$ cat src/rtl/uart_dpram_ctrl_pkg.sv
// uart_dpram_ctrl shared types.
// State encoding and buffer depth helpers.
package uart_dpram_ctrl_pkg;

  typedef enum logic [2:0] {
    IDLE      = 3'd0,
    RD_ADDR   = 3'd1,
    RD_WAIT   = 3'd2,
    SEND      = 3'd3,
    WAIT_DONE = 3'd4
  } state_t;

  localparam int ADDR_W_DEF = 8;
  localparam int DEPTH      = 1 << ADDR_W_DEF;

  function automatic int depth_of(input int aw);
    return 1 << aw;
  endfunction

endpackage

$ cat src/rtl/uart_dpram_ctrl.sv
// UART -> dual-port RAM -> UART sequencer.
// Buffers received bytes, replays them on a key press.
module uart_dpram_ctrl #(
  parameter int ADDR_W = 8
) (
  input  logic              clk,
  input  logic              reset,
  input  logic [7:0]        rx_data,
  input  logic              rx_done,
  input  logic              key_flag,
  output logic              ram_wren,
  output logic [ADDR_W-1:0] ram_waddr,
  output logic [7:0]        ram_wdata,
  output logic [ADDR_W-1:0] ram_raddr,
  input  logic [7:0]        ram_rdata,
  output logic [7:0]        tx_data,
  output logic              send_en,
  input  logic              tx_done,
  output logic [ADDR_W:0]   count,
  output logic              busy,
  output logic              overrun
);

  import uart_dpram_ctrl_pkg::*;

  typedef logic [ADDR_W:0]   cnt_t;
  typedef logic [ADDR_W-1:0] addr_t;

  localparam cnt_t DEPTH_C = cnt_t'(depth_of(ADDR_W));

  state_t state;
  addr_t  rptr;
  logic   fwd;

  logic wr_ok;
  logic key_ok;
  logic last;
  cnt_t cnt_nx;

  assign wr_ok  = (state == IDLE) && rx_done
               && (count != DEPTH_C);
  assign cnt_nx = count + cnt_t'(wr_ok);
  assign key_ok = key_flag && (cnt_nx != '0);
  assign last   = {1'b0, rptr} == (count - cnt_t'(1));

  always_ff @(posedge clk) begin
    if (reset) begin
      state     <= IDLE;
      rptr      <= '0;
      fwd       <= 1'b0;
      ram_wren  <= 1'b0;
      ram_waddr <= '0;
      ram_wdata <= '0;
      ram_raddr <= '0;
      tx_data   <= '0;
      send_en   <= 1'b0;
      count     <= '0;
      busy      <= 1'b0;
      overrun   <= 1'b0;
    end else begin
      ram_wren <= 1'b0;
      send_en  <= 1'b0;
      if (rx_done && !wr_ok)
        overrun <= 1'b1;
      unique case (state)
        IDLE: begin
          if (wr_ok) begin
            ram_wren  <= 1'b1;
            ram_waddr <= count[ADDR_W-1:0];
            ram_wdata <= rx_data;
            count     <= cnt_nx;
          end
          if (key_ok) begin
            state     <= RD_ADDR;
            rptr      <= '0;
            ram_raddr <= '0;
            busy      <= 1'b1;
            // byte 0 written this cycle: RAM read would race it
            fwd       <= wr_ok && (count == '0);
          end
        end
        RD_ADDR: state <= RD_WAIT;
        RD_WAIT: begin
          tx_data <= fwd ? ram_wdata : ram_rdata;
          send_en <= 1'b1;
          fwd     <= 1'b0;
          state   <= SEND;
        end
        SEND: state <= WAIT_DONE;
        WAIT_DONE: begin
          if (tx_done) begin
            if (last) begin
              count <= '0;
              rptr  <= '0;
              busy  <= 1'b0;
              state <= IDLE;
            end else begin
              rptr      <= rptr + addr_t'(1);
              ram_raddr <= rptr + addr_t'(1);
              state     <= RD_ADDR;
            end
          end
        end
        default: state <= IDLE;
      endcase
    end
  end

endmodule
$ cat config.mk
export PLATFORM = sky130hd
export DESIGN_NAME = uart_dpram_ctrl
export DESIGN_NICKNAME = d
export VERILOG_FILES = /design/src/rtl/uart_dpram_ctrl_pkg.sv /design/src/rtl/uart_dpram_ctrl.sv
export SDC_FILE = /design/constraint.sdc
export NUM_CORES = 1
export LEC_CHECK = 0
export BUFFER_PORTS_ARGS = -buffer_cell sky130_fd_sc_hd__buf_4
export CORE_MARGIN = 5
export CORE_UTILIZATION = 50
export CTS_BUF_LIST = sky130_fd_sc_hd__clkbuf_4 sky130_fd_sc_hd__clkbuf_8
export DETAILED_ROUTE_END_ITERATION = 10
export PLACE_DENSITY_LB_ADDON = 0.1
export SETUP_SLACK_MARGIN = 0.5
export SLEW_MARGIN = 10
export SYNTH_ARGS = -nofsm -noshare
export SYNTH_HDL_FRONTEND = slang
export SYNTH_SLANG_ARGS = --single-unit
$ cat constraint.sdc
create_clock -name clk -period 3.2 [get_ports clk]
set_input_delay 0.16 -clock clk [delete_from_list [all_inputs] [get_ports clk]]
set_output_delay 0.16 -clock clk [all_outputs]
set_load 0.005 [all_outputs]
==> flow_summary.ini <==
[synth]
synth_most_common_cell = dfxtp_1
async_reset_ff_frac = 0
synth_edf_count = 0
ys_seq_area_frac = 0.4025
synth_top_area_frac = 0.4025
ys_top_cells_by_area = dfxtp_1 40%, nand2_1 7.4%, a21oi_1 4.8%
ys.warnings.count = 0
synthTopCellsByCount = 57 x dfxtp_1, 56 x nand2_1, 27 x a21oi_1
synth_cells = 338
syn_area_sq_um = 2835
ys_ff_latch = 57
syn_nets = 363
ys.flop_type = dfxtp_1
yosys.area.top_type = dfxtp_1
avgSynthCellArea_sq_um = 8.388
synth_cell_types = 54

[global_route]
grt_pass1_vias = 2599
track_usage = 0.2114
grt_max_degree = 43
grt_pass1_wl_mm = 12.52
overflow = 0
antenna_found_initial = 0

[critical_path]
critPathCaptureType = flop
startpoint_type = flop
critPathLaunch = count[4]$_SDFFE_PP0P_
r2r_slack_ps = 650
ff2ff_path_depth = 11
endpoint = fwd$_SDFFE_PP0P_
path_class = reg2reg
required_ps = 3370
critical_path_arrival_ps = 2720
timing.rr.end = fwd$_SDFFE_PP0P_
r2r_start = count[4]$_SDFFE_PP0P_
crit_fanout = 11

[placement]
gp_congestion = 0.8316
place_ws_ps = 455.8
dp_hpwl_mm = 5.172
place_inst = 459
port_buffers = 65

[sta]
timing.slew.headroom = 0.3277
timing.fmax_mhz = 392.8
fin_ws_ps = 654.3
finalSetupTns_ps = 0
period_minus_slack_ps = 2546
rsz0062_at_grt = false
tightest_slew_ps = 1004
finalCritPeriodShare = 0.7955
hold_viol = 0
setup_viol = 0
clock_skew_ps = 9.436
slew_viol_final = 0

[cts]
clkSinkCount = 57
clockRootBuffer = clkbuf_8
cts_max_path_buffers = 2
worstSkewPairLatency_ps = 330
holdBufCountCts = 0
cts_made_buffers = 9
cts_max_level = 3
clk_pin_slew_ps = 60
cts_tree = built

[outcome]
outcome = completed

[routing]
first_pass_iters = 4
vias_per_cell = 5.635
wl_per_cell_um = 15.27
postRouteAntennaNets = 0
routed_wl_mm = 7.407
drtIter0Drc = 169
vias = 2733
drc_errors = 0

[cells_and_area]
diodes = 0
area_delta_synth_final_pct = 30.98
drive_above_1_share = 0.3002
fin_util = 0.6744
fin_cells = 485
fin_nets = 434
fillers = 479

[run]
maxCapViolCount = 0

[power_and_ir_drop]
leakage_nw = 1.496
peakVddDrop_mv = 0.3453
power_density_nw_per_um2 = 708.4

[worst_hold_path]
min_from = rx_data[7]
hp-class = in2reg

[die]
io-pin-count = 66
die_area_sq_um = 7276
fp.dieH_um = 85.30
coreArea_sq_um = 5507
rows = 27
die_w_um = 85.30
initial_core_util = 0.5149
## state kept, by name, summed over array words and instances, names as in the netlist
name	count
ram_waddr	8
overrun	1
busy	1
rptr	8
state	3
ram_wdata	8
send_en	1
fwd	1
ram_raddr	8
tx_data	8
count	9
ram_wren	1
## power by group
group | switching, mW | internal [mW]
sequential | 0.0947 | 0.824
clock | 0.269 | 0.404
combinational | 0.543 | 0.497
total | 0.907 | 1.72
## cell type report
cell class	instances	area, sq um	share of cell area
clock buffer	12	158.9	0.04279
clock inverter	3	40.04	0.01078
inverter	7	31.28	0.008423
multi-input combinational	249	1607	0.4326
sequential	57	1149	0.3093
tap	72	90.09	0.02426
timing repair buffer	85	638.1	0.1718
## stage by stage
| stage | cell area (sq um) | hold slack [ps] | power (mW) |
|---|---|---|---|
| after floorplan | 2915 | 296.0 | 1.579 |
| final | 3714 | 68.22 | 2.631 |
| after global placement | 3418 | 400.3 | 1.894 |
| after global routing | 3714 | 63.04 | 2.802 |
| after CTS | 3636 | 58.05 | 2.596 |
| after detailed placement | 3418 | 408.9 | 1.908 |
## what timing repair did
item	CTS	global route
gates cloned	0	0
gates resized for setup	2	4
setup buffers	2	9
pin swaps	3	7
endpoints found under the setup margin	14	19
## how the worst min path moves through the flow
| stage | cells after the start | slack, ps | to |
|---|---|---|---|
| floorplan | 2 | 300 | ram_wdata[0]$_SDFFE_PP0P_ |
| CTS | 3 | 60 | ram_wdata[7]$_SDFFE_PP0P_ |
| detailed placement | 3 | 410 | overrun$_SDFFE_PP0P_ |
| global placement | 3 | 400 | overrun$_SDFFE_PP0P_ |
| finish | 3 | 70 | ram_wdata[7]$_SDFFE_PP0P_ |
| global route | 3 | 60 | ram_wdata[7]$_SDFFE_PP0P_ |
## critical path, stage by stage, from the launching register on
cell and delay, ps:
dfxtp_2 390, nor4_4 250, nand4_1 210, nand3_2 160, inv_4 80, ha_4 190
or3_1 320, a21oi_2 160, o211ai_1 120, o211ai_1 220, mux2i_1 210, nor3_1 60
## routing by layer
| layer | track usage | vias up | part of all wire |
|---|---|---|---|
| met5 | 0 | - | 0 |
| met4 | 0.09496 | 0 | 0.027 |
| met3 | 0.04563 | 20 | 0.066 |
| li1 | - | 1348 | - |
| met1 | 0.2770 | 1269 | 0.46 |
| met2 | 0.3319 | 96 | 0.45 |
## cell usage in the layout, fill, tap and decap left out, types with 4 or more instances in the layout
cell and instances:
a311oi_1 7, buf_4 85, o2bb2ai_1 8, nor2b_1 5, or3_1 4, nand3_1 9
xor2_1 4, and3_1 6, nand2_1 56, a211oi_1 9, o21ai_0 11, nor2_1 24
dfxtp_1 53, xnor2_1 11, a31oi_1 4, nor3_1 7, a21oi_1 26, clkbuf_8 11
inv_1 5, mux2i_1 9
## kinds of logic (layout without fill, tap and decap cells)
group / after synthesis / in the layout / share of synthesized area
buf+inv: 32 / 107 / 0.05207
simple gates: 128 / 128 / 0.2118
flops: 57 / 57 / 0.4025
compound gates: 92 / 92 / 0.2339
mux: 10 / 10 / 0.03575
xor+xnor: 15 / 15 / 0.04634
fa+ha+maj: 4 / 4 / 0.01765
Power figures use the tool's default switching activity.
